## src/rtl/token_crc_ctrl.sv

```systemverilog
// Framed USB token CRC5 checker: collects the 16-bit token field bit by bit, captures
// address/endpoint and reports good/CRC-bad/length-bad once per packet at EOP.
module token_crc_ctrl (
  input  logic       clk,
  input  logic       rst,
  input  logic       start,
  input  logic       bitValid,
  input  logic       bitIn,
  input  logic       eop,
  output logic       busy,
  output logic [6:0] addr,
  output logic [3:0] endp,
  output logic       tokenValid,
  output logic       crcError,
  output logic       lengthError
);

  localparam logic [4:0] CrcInit    = 5'b11111;
  localparam logic [4:0] CrcPoly    = 5'b00101;
  localparam logic [4:0] CrcResidue = 5'b01100;
  localparam logic [4:0] FieldBits  = 5'd16;

  typedef enum logic [1:0] {StIdle, StField, StWaitEop, StReport} state_e;
  typedef enum logic [1:0] {ResNone, ResOk, ResCrc, ResLen} res_e;

  state_e     state_q, state_d;
  res_e       res_q, res_d;
  logic [4:0] crc_q, crc_d;
  logic [4:0] count_q, count_d;
  logic [6:0] addr_q, addr_d;
  logic [3:0] endp_q, endp_d;
  logic       extra_q, extra_d;

  logic       fb;
  logic [4:0] crc_next;

  assign fb       = bitIn ^ crc_q[4];
  assign crc_next = {crc_q[3:0], 1'b0} ^ (fb ? CrcPoly : 5'b00000);

  always_comb begin
    state_d = state_q;
    res_d   = res_q;
    crc_d   = crc_q;
    count_d = count_q;
    addr_d  = addr_q;
    endp_d  = endp_q;
    extra_d = extra_q;

    // start wins from any state, including REPORT, and silently drops the old packet
    if (start) begin
      state_d = StField;
      res_d   = ResNone;
      crc_d   = CrcInit;
      count_d = 5'd0;
      addr_d  = 7'd0;
      endp_d  = 4'd0;
      extra_d = 1'b0;
    end else begin
      unique case (state_q)
        StIdle: begin
        end
        StField: begin
          if (eop) begin
            state_d = StReport;
            res_d   = ResLen;
          end else if (bitValid) begin
            crc_d = crc_next;
            if (count_q < 5'd7) begin
              addr_d = {bitIn, addr_q[6:1]};
            end else if (count_q < 5'd11) begin
              endp_d = {bitIn, endp_q[3:1]};
            end
            count_d = (count_q == FieldBits) ? count_q : count_q + 5'd1;
            if (count_q == FieldBits - 5'd1) begin
              state_d = StWaitEop;
            end
          end
        end
        StWaitEop: begin
          if (eop) begin
            state_d = StReport;
            if (extra_q) begin
              res_d = ResLen;
            end else if (crc_q == CrcResidue) begin
              res_d = ResOk;
            end else begin
              res_d = ResCrc;
            end
          end else if (bitValid) begin
            extra_d = 1'b1;
          end
        end
        StReport: begin
          state_d = StIdle;
        end
        default: begin
          state_d = StIdle;
        end
      endcase
    end
  end

  always_ff @(posedge clk) begin
    if (rst) begin
      state_q <= StIdle;
      res_q   <= ResNone;
      crc_q   <= CrcInit;
      count_q <= 5'd0;
      addr_q  <= 7'd0;
      endp_q  <= 4'd0;
      extra_q <= 1'b0;
    end else begin
      state_q <= state_d;
      res_q   <= res_d;
      crc_q   <= crc_d;
      count_q <= count_d;
      addr_q  <= addr_d;
      endp_q  <= endp_d;
      extra_q <= extra_d;
    end
  end

  assign busy        = (state_q == StField) || (state_q == StWaitEop);
  assign addr        = addr_q;
  assign endp        = endp_q;
  assign tokenValid  = (state_q == StReport) && (res_q == ResOk);
  assign crcError    = (state_q == StReport) && (res_q == ResCrc);
  assign lengthError = (state_q == StReport) && (res_q == ResLen);

endmodule

```

## config.mk

```make
export PLATFORM = sky130hd
export DESIGN_NAME = token_crc_ctrl
export DESIGN_NICKNAME = d
export VERILOG_FILES = /design/src/rtl/token_crc_ctrl.sv
export SDC_FILE = /design/constraint.sdc
export NUM_CORES = 1
export LEC_CHECK = 0
export BUFFER_PORTS_ARGS = -buffer_cell sky130_fd_sc_hd__buf_4
export CAP_MARGIN = 0
export CELL_PAD_IN_SITES_DETAIL_PLACEMENT = 0
export CELL_PAD_IN_SITES_GLOBAL_PLACEMENT = 1
export CORE_MARGIN = 2
export CORE_UTILIZATION = 44
export DETAILED_ROUTE_END_ITERATION = 12
export GPL_TIMING_DRIVEN = 0
export PLACE_DENSITY = 0.94
export SLEW_MARGIN = 20
export SYNTH_ARGS = -nofsm -noshare
export SYNTH_HDL_FRONTEND = slang
export SYNTH_SLANG_ARGS = --single-unit
```

## constraint.sdc

```tcl
create_clock -name clk -period 2.8 [get_ports clk]
set_input_delay 0.14 -clock clk [delete_from_list [all_inputs] [get_ports clk]]
set_output_delay 0.14 -clock clk [all_outputs]
set_load 0.1 [all_outputs]
```

Yosys cells after proc, flatten, opt, wreduce, memory -nomap -nowiden
Index checks and enable logic that the tools add are counted.
{"block": "word_totals", "wordCells": 59, "reg_bits": 26}
{"block": "op_classes", "n_eq_ne": 16, "bitwise": 5, "order_cmp": 2, "add_sub_neg": 1, "n_mux": 11, "reduce_logical": 16}
{"operator": "$reduce_and A4 Y1", "n": 4}
{"operator": "$mux W2", "n": 7}
{"operator": "$eq A5 B4 Y1 const B", "n": 2}
{"operator": "$ne A3 B3 Y1 const B", "n": 3}
{"operator": "$reduce_and A3 Y1", "n": 3}
{"operator": "$eq A2 B2 Y1 const B", "n": 4}
{"operator": "$ne A4 B4 Y1 const B", "n": 2}
{"operator": "$pmux W2 S3", "n": 1}
{"operator": "$add A5 B1 Y5 const B", "n": 1}
{"operator": "$eq A5 B5 Y1 const B", "n": 1}
{"operator": "$lt A5 B3 Y1 const B", "n": 1}
{"operator": "$lt A5 B4 Y1 const B", "n": 1}
{"operator": "$reduce_and A5 Y1", "n": 1}
{"operator": "$xor A5 B3 Y5", "n": 1}
{"operator": "$eq A2 B1 Y1 const B", "n": 2}
{"operator": "$ne A2 B2 Y1 const B", "n": 2}
{"operator": "$pmux W2 S2", "n": 1}
{"operator": "$reduce_bool A4 Y1", "n": 1}
{"operator": "$logic_and A1 B1 Y1", "n": 3}
{"operator": "$mux W3", "n": 1}
{"operator": "$not A1 Y1", "n": 3}
{"operator": "$reduce_bool A3 Y1", "n": 1}
{"operator": "$reduce_bool A2 Y1", "n": 1}
{"operator": "$reduce_or A2 Y1", "n": 1}
{"operator": "3 further kinds", "n": 3}

Logic depth before layout (Yosys ltp)
{"block": "logic_depth", "word_depth": 6, "ltp_mapped": 7, "mapped_depth_nobuf": 6}

Worst setup path after synthesis
Ideal clock, no wire load.
{"block": "synth_timing", "path_type": "register -> output", "startpoint": "reg state_q[1]", "endpoint": "out tokenValid", "setup_slack_ns": 0.739, "stages_incl_launch_ff": 4, "arrival_time_ns": 1.921, "t_required_ns": 2.660, "cell_sequence": "dfxtp_1 ha_1 nand2_1 nor2_1"}
{"block": "synth_via", "elab_chain_cells": 2}
{"item": "from (decl)", "line_no": "26", "text": "state_e state_q, state_d;"}
{"item": "from (signal assigned)", "line_no": "105", "text": "state_q <= StIdle;"}
{"item": "from (signal assigned)", "line_no": "113", "text": "state_q <= state_d;"}
{"item": "$eq A2 B2 Y1", "line_no": "126", "text": "assign tokenValid = (state_q == StReport) && (res_q == ResOk);"}
{"item": "$logic_and A1 B1 Y1", "line_no": "126"}
{"item": "to (decl)", "line_no": "13", "text": "output logic tokenValid,"}
No other way between the ends.

Worst setup path after layout
{"block": "layout_timing", "startpoint": "reg count_q[0]", "endpoint": "reg state_q[0]"}
{"block": "layout_via", "elab_chain_cells": 3}
{"item": "from (decl)", "line_no": "29", "text": "logic [4:0] count_q, count_d;"}
{"item": "from (signal assigned)", "line_no": "116", "text": "count_q <= count_d;"}
{"item": "$eq A5 B4 Y1", "line_no": "74", "text": "if (count_q == FieldBits - 5'd1) begin"}
{"item": "$ne A4 B4 Y1 (no source line)"}
{"item": "$reduce_and A4 Y1 (no source line)"}
No other way between the ends.
A chain may end at the register's enable or synchronous reset.

==> tab_implementation.tex <==
\begin{tabular}{lr}
\hline
Metric & Value \\
\hline
\multicolumn{2}{l}{\textbf{Floorplanning}} \\
Die extent in y & 57.0 µm \\
Die area & 3250 µm² \\
Placeable core region & 2710 µm² \\
Horizontal extent of the die & 57.0 µm \\
Site Rows & 19 \\
Initial cell density of the core & 0.456 \\
Top-level I/O count & 21 \\
\multicolumn{2}{l}{\textbf{Drt}} \\
Vias post-DR & 1,040 \\
Total routed wirelength & 2.38 mm \\
Antenna violation net count after detailed routing & 0 \\
DR iter-0 viols & 21 \\
Total iterations of the first detailed-routing run & 4 \\
Routed via count divided by cell count & 5.25 \\
Detailed-route DRC error count & 0 \\
DR WL/cell & around 12 µm \\
\multicolumn{2}{l}{\textbf{Clock tree}} \\
Number of clock buffers inserted by TritonCTS & 3 \\
Number of H-tree levels & 1 \\
TritonCTS clock tree & done \\
Clock transition at the registers of the reported paths & 0.14 ns \\
Clock insertion delay at the later pin of the skew report & 0.32 ns \\
Maximum buffer depth of the clock tree & 2 \\
Clk root buf & sky130\_fd\_sc\_hd\_\_clkbuf\_4 \\
Number of gates resized after CTS & 0 \\
\# clock sinks & 26 \\
\multicolumn{2}{l}{\textbf{Worst setup path}} \\
Worst EP arrival & about 2.1 ns \\
Dominant cell type by count on the critical path & sky130\_fd\_sc\_hd\_\_ha\_1 \\
CP Buf/Inv Count & 0 \\
Data required time at the worst endpoint & 3.06 ns \\
Maximum net fanout on the critical path & 6 \\
Ordered list of cells on the worst path & ha\_1, and3\_1, ha\_1, a311oi\_1, or4\_1, a31oi\_1 \\
Worst Setup End Kind & flop \\
Type of the worst setup path & reg2reg \\
Critical path startpoint category & flop \\
Max incr delay on CP & 0.52 ns \\
CP max-delay cell & sky130\_fd\_sc\_hd\_\_or4\_1 \\
CP delay by family, top & simple AND/OR/NAND/NOR gates \\
\multicolumn{2}{l}{\textbf{STA}} \\
Setup repair after global routing missed its margin & no \\
TNS Setup & 0 ns \\
Final max-slew violation count & 0 \\
WHS & 0.0673 ns \\
Worst-Margin Slew & 0.515 ns \\
Upper clock frequency limit & 532 MHz \\
Count of endpoints failing setup in the final report & 0 \\
Post-Route Skew & 0.000801 ns \\
Max transition margin & 0.654 \\
Final hold vios & 0 \\
Final worst path period need & 1.88 ns \\
Final worst-path cycle share & 0.672 \\
\multicolumn{2}{l}{\textbf{Placement}} \\
Placed insts & 193 \\
Placer congestion estimate & a little under 0.8 \\
Dpl hpwl & 1.81 mm \\
\# port buffers & 20 \\
DP Area & 1430 µm² \\
\multicolumn{2}{l}{\textbf{Yosys}} \\
Mapped Avg Cell Area & 8.71 µm² \\
Yosys warns & 0 \\
Number of flops mapped to enable cells by yosys & 0 \\
Synth Net Count & 156 \\
Most area-consuming cells after synthesis & sky130\_fd\_sc\_hd\_\_dfxtp\_1 (42\%), sky130\_fd\_sc\_hd\_\_ha\_1 (8.1\%), sky130\_fd\_sc\_hd\_\_mux2i\_1 (6.5\%) \\
Main synth FF type & sky130\_fd\_sc\_hd\_\_dfxtp\_1 \\
Cell count after synthesis & about 140 \\
Sequential fraction of the synthesis area & 0.421 \\
Yosys top cell area share & 0.421 \\
Synth Cell Area & 1240 µm² \\
Flop and latch count out of synthesis & 26 \\
Fraction of registers with async set/reset & 0 \\
Largest area contributor in the synthesized netlist & sky130\_fd\_sc\_hd\_\_dfxtp\_1 \\
Post-synthesis cell type count & 36 \\
\multicolumn{2}{l}{\textbf{Pwr}} \\
Cell Pwr Density & 445 nW/µm² \\
Leakage dissipation & between 0.6 and 0.7 nW \\
Max VDD drop & roughly 0.26 mV \\
\multicolumn{2}{l}{\textbf{Final layout}} \\
Count of non-filler cells in the finished layout & 198 \\
FF/Latch Area & 520 µm² \\
Number of antenna cells inserted & 0 \\
Area occupied by multi-input gates & 671 µm² \\
Number of inserted filler cells in the final layout & $\sim$240 \\
Net count, final & 182 \\
Layout Cell Area excl Fill & 1470 µm² \\
Fraction of final layout cells with drive strength greater than 1 & 0.186 \\
Area growth from synthesis to layout & 19.0\% \\
\multicolumn{2}{l}{\textbf{GRT}} \\
First-pass GRT wire length & 3.77 mm \\
Global-route usage over all layers & 0.148 \\
Total gr overflow & 0 \\
Vias in the first global route & just over 900 \\
Antenna violations before repair & 0 \\
Pin count of the biggest net entering global routing & 15 \\
\multicolumn{2}{l}{\textbf{Run}} \\
Maximum Capacitance Violations & 0 \\
\multicolumn{2}{l}{\textbf{Worst hold path}} \\
Hold WC Path Type & in2reg \\
\multicolumn{2}{l}{\textbf{Status}} \\
Run status & finished, final reports clean \\
\hline
\end{tabular}
sequential cells by signal (all words and copies together) (netlist names):
name and count:
addr 7, count_q 5, crc_q 5, endp 4, res_q 2, state_q 2
extra_q 1
routing by layer:
| metal | vias to the layer above | GRT usage | share of wire |
|---|---|---|---|
| li1 | 541 | - | - |
| met5 | - | 0 | 0 |
| met3 | 5 | 0.0272 | 0.025 |
| met1 | 481 | 0.178 | 0.48 |
| met4 | 0 | 0.0764 | 0.019 |
| met2 | 13 | 0.251 | 0.48 |
through the flow:
stage | total power, mW | utilization | setup slack [ns]
final | 0.655 | 0.543 | 0.919
after global routing | 0.685 | 0.543 | 0.756
after CTS | 0.664 | 0.543 | 0.911
after detailed placement | 0.472 | 0.526 | 0.962
after global placement | 0.470 | 0.526 | 1.03
after floorplan | 0.452 | - | 0.739
final timing paths:
check             startpoint         end  slack [ns]  cells past startpoint
hold reg to reg      endp[0]     endp[0]        0.49                      2
hold / removal         start  state_q[0]        0.07                      3
setup / recovery  count_q[0]  state_q[0]        0.92                      6
setup reg to reg  count_q[0]  state_q[0]        0.92                      6
logic make-up (layout without fill, tap and decap cells):
family                   after synthesis  in the layout  synth area share
adder cells (fa/ha/maj)                8              8            0.0810
multiplexers                           8              8            0.0648
AO/OA/AOI/OAI                         24             24             0.127
XOR/XNOR                               5              5            0.0354
buffers and inverters                 12             37            0.0364
flip-flops                            26             26             0.421
AND/OR/NAND/NOR                       59             59             0.235
layout make-up:
type	instances	share of cell area
tap	31	0.0264
buffer	3	0.00765
sequential	26	0.354
multi-input combinational	104	0.456
clock buffer	4	0.0247
timing repair buffer	21	0.109
inverter	9	0.0230
cells in the mapped netlist (3+ instances only):
cell type,number
sky130_fd_sc_hd__nand2_1,13
sky130_fd_sc_hd__dfxtp_1,26
sky130_fd_sc_hd__nand3_1,9
sky130_fd_sc_hd__mux2i_1,8
sky130_fd_sc_hd__nor2_1,20
sky130_fd_sc_hd__o21ai_0,7
sky130_fd_sc_hd__clkbuf_1,3
sky130_fd_sc_hd__inv_1,9
sky130_fd_sc_hd__a21oi_1,6
sky130_fd_sc_hd__a31oi_1,3
sky130_fd_sc_hd__xnor2_1,3
sky130_fd_sc_hd__ha_1,8
cells in the final DEF (no fill, tap or decap), types with 2 or more instances in the layout:
cell type	count
sky130_fd_sc_hd__nand2_1	13
sky130_fd_sc_hd__and3_1	2
sky130_fd_sc_hd__clkbuf_4	3
sky130_fd_sc_hd__ha_1	8
sky130_fd_sc_hd__inv_1	9
sky130_fd_sc_hd__a21oi_1	6
sky130_fd_sc_hd__a31oi_1	3
sky130_fd_sc_hd__clkbuf_1	3
sky130_fd_sc_hd__xor2_1	2
sky130_fd_sc_hd__xnor2_1	3
sky130_fd_sc_hd__buf_4	20
sky130_fd_sc_hd__nor2_1	20
sky130_fd_sc_hd__nand3_1	9
sky130_fd_sc_hd__o21ai_0	7
sky130_fd_sc_hd__mux2i_1	8
sky130_fd_sc_hd__nor3_1	2
sky130_fd_sc_hd__dfxtp_1	26
power by group:
group,switching (mW),leakage [nW],internal [mW]
Combinational,0.0539,0.428,0.0288
Clock,0.110,0.0210,0.0796
Sequential,0.00709,0.210,0.376
Total,0.171,0.659,0.484
what timing repair did:
action / 4_1_cts / 5_1_grt
buffers inserted: 0 / 0
hold buffers: 1 / 0
endpoints found under the hold margin: 1 / 0
worst reg2reg max path, stage by stage (launching register included):
cell and delay, ns:
sky130_fd_sc_hd__dfxtp_1 0.47, sky130_fd_sc_hd__ha_1 0.20, sky130_fd_sc_hd__and3_1 0.16, sky130_fd_sc_hd__ha_1 0.15
sky130_fd_sc_hd__a311oi_1 0.15, sky130_fd_sc_hd__or4_1 0.52, sky130_fd_sc_hd__a31oi_1 0.17
Power figures use the tool's default switching activity.
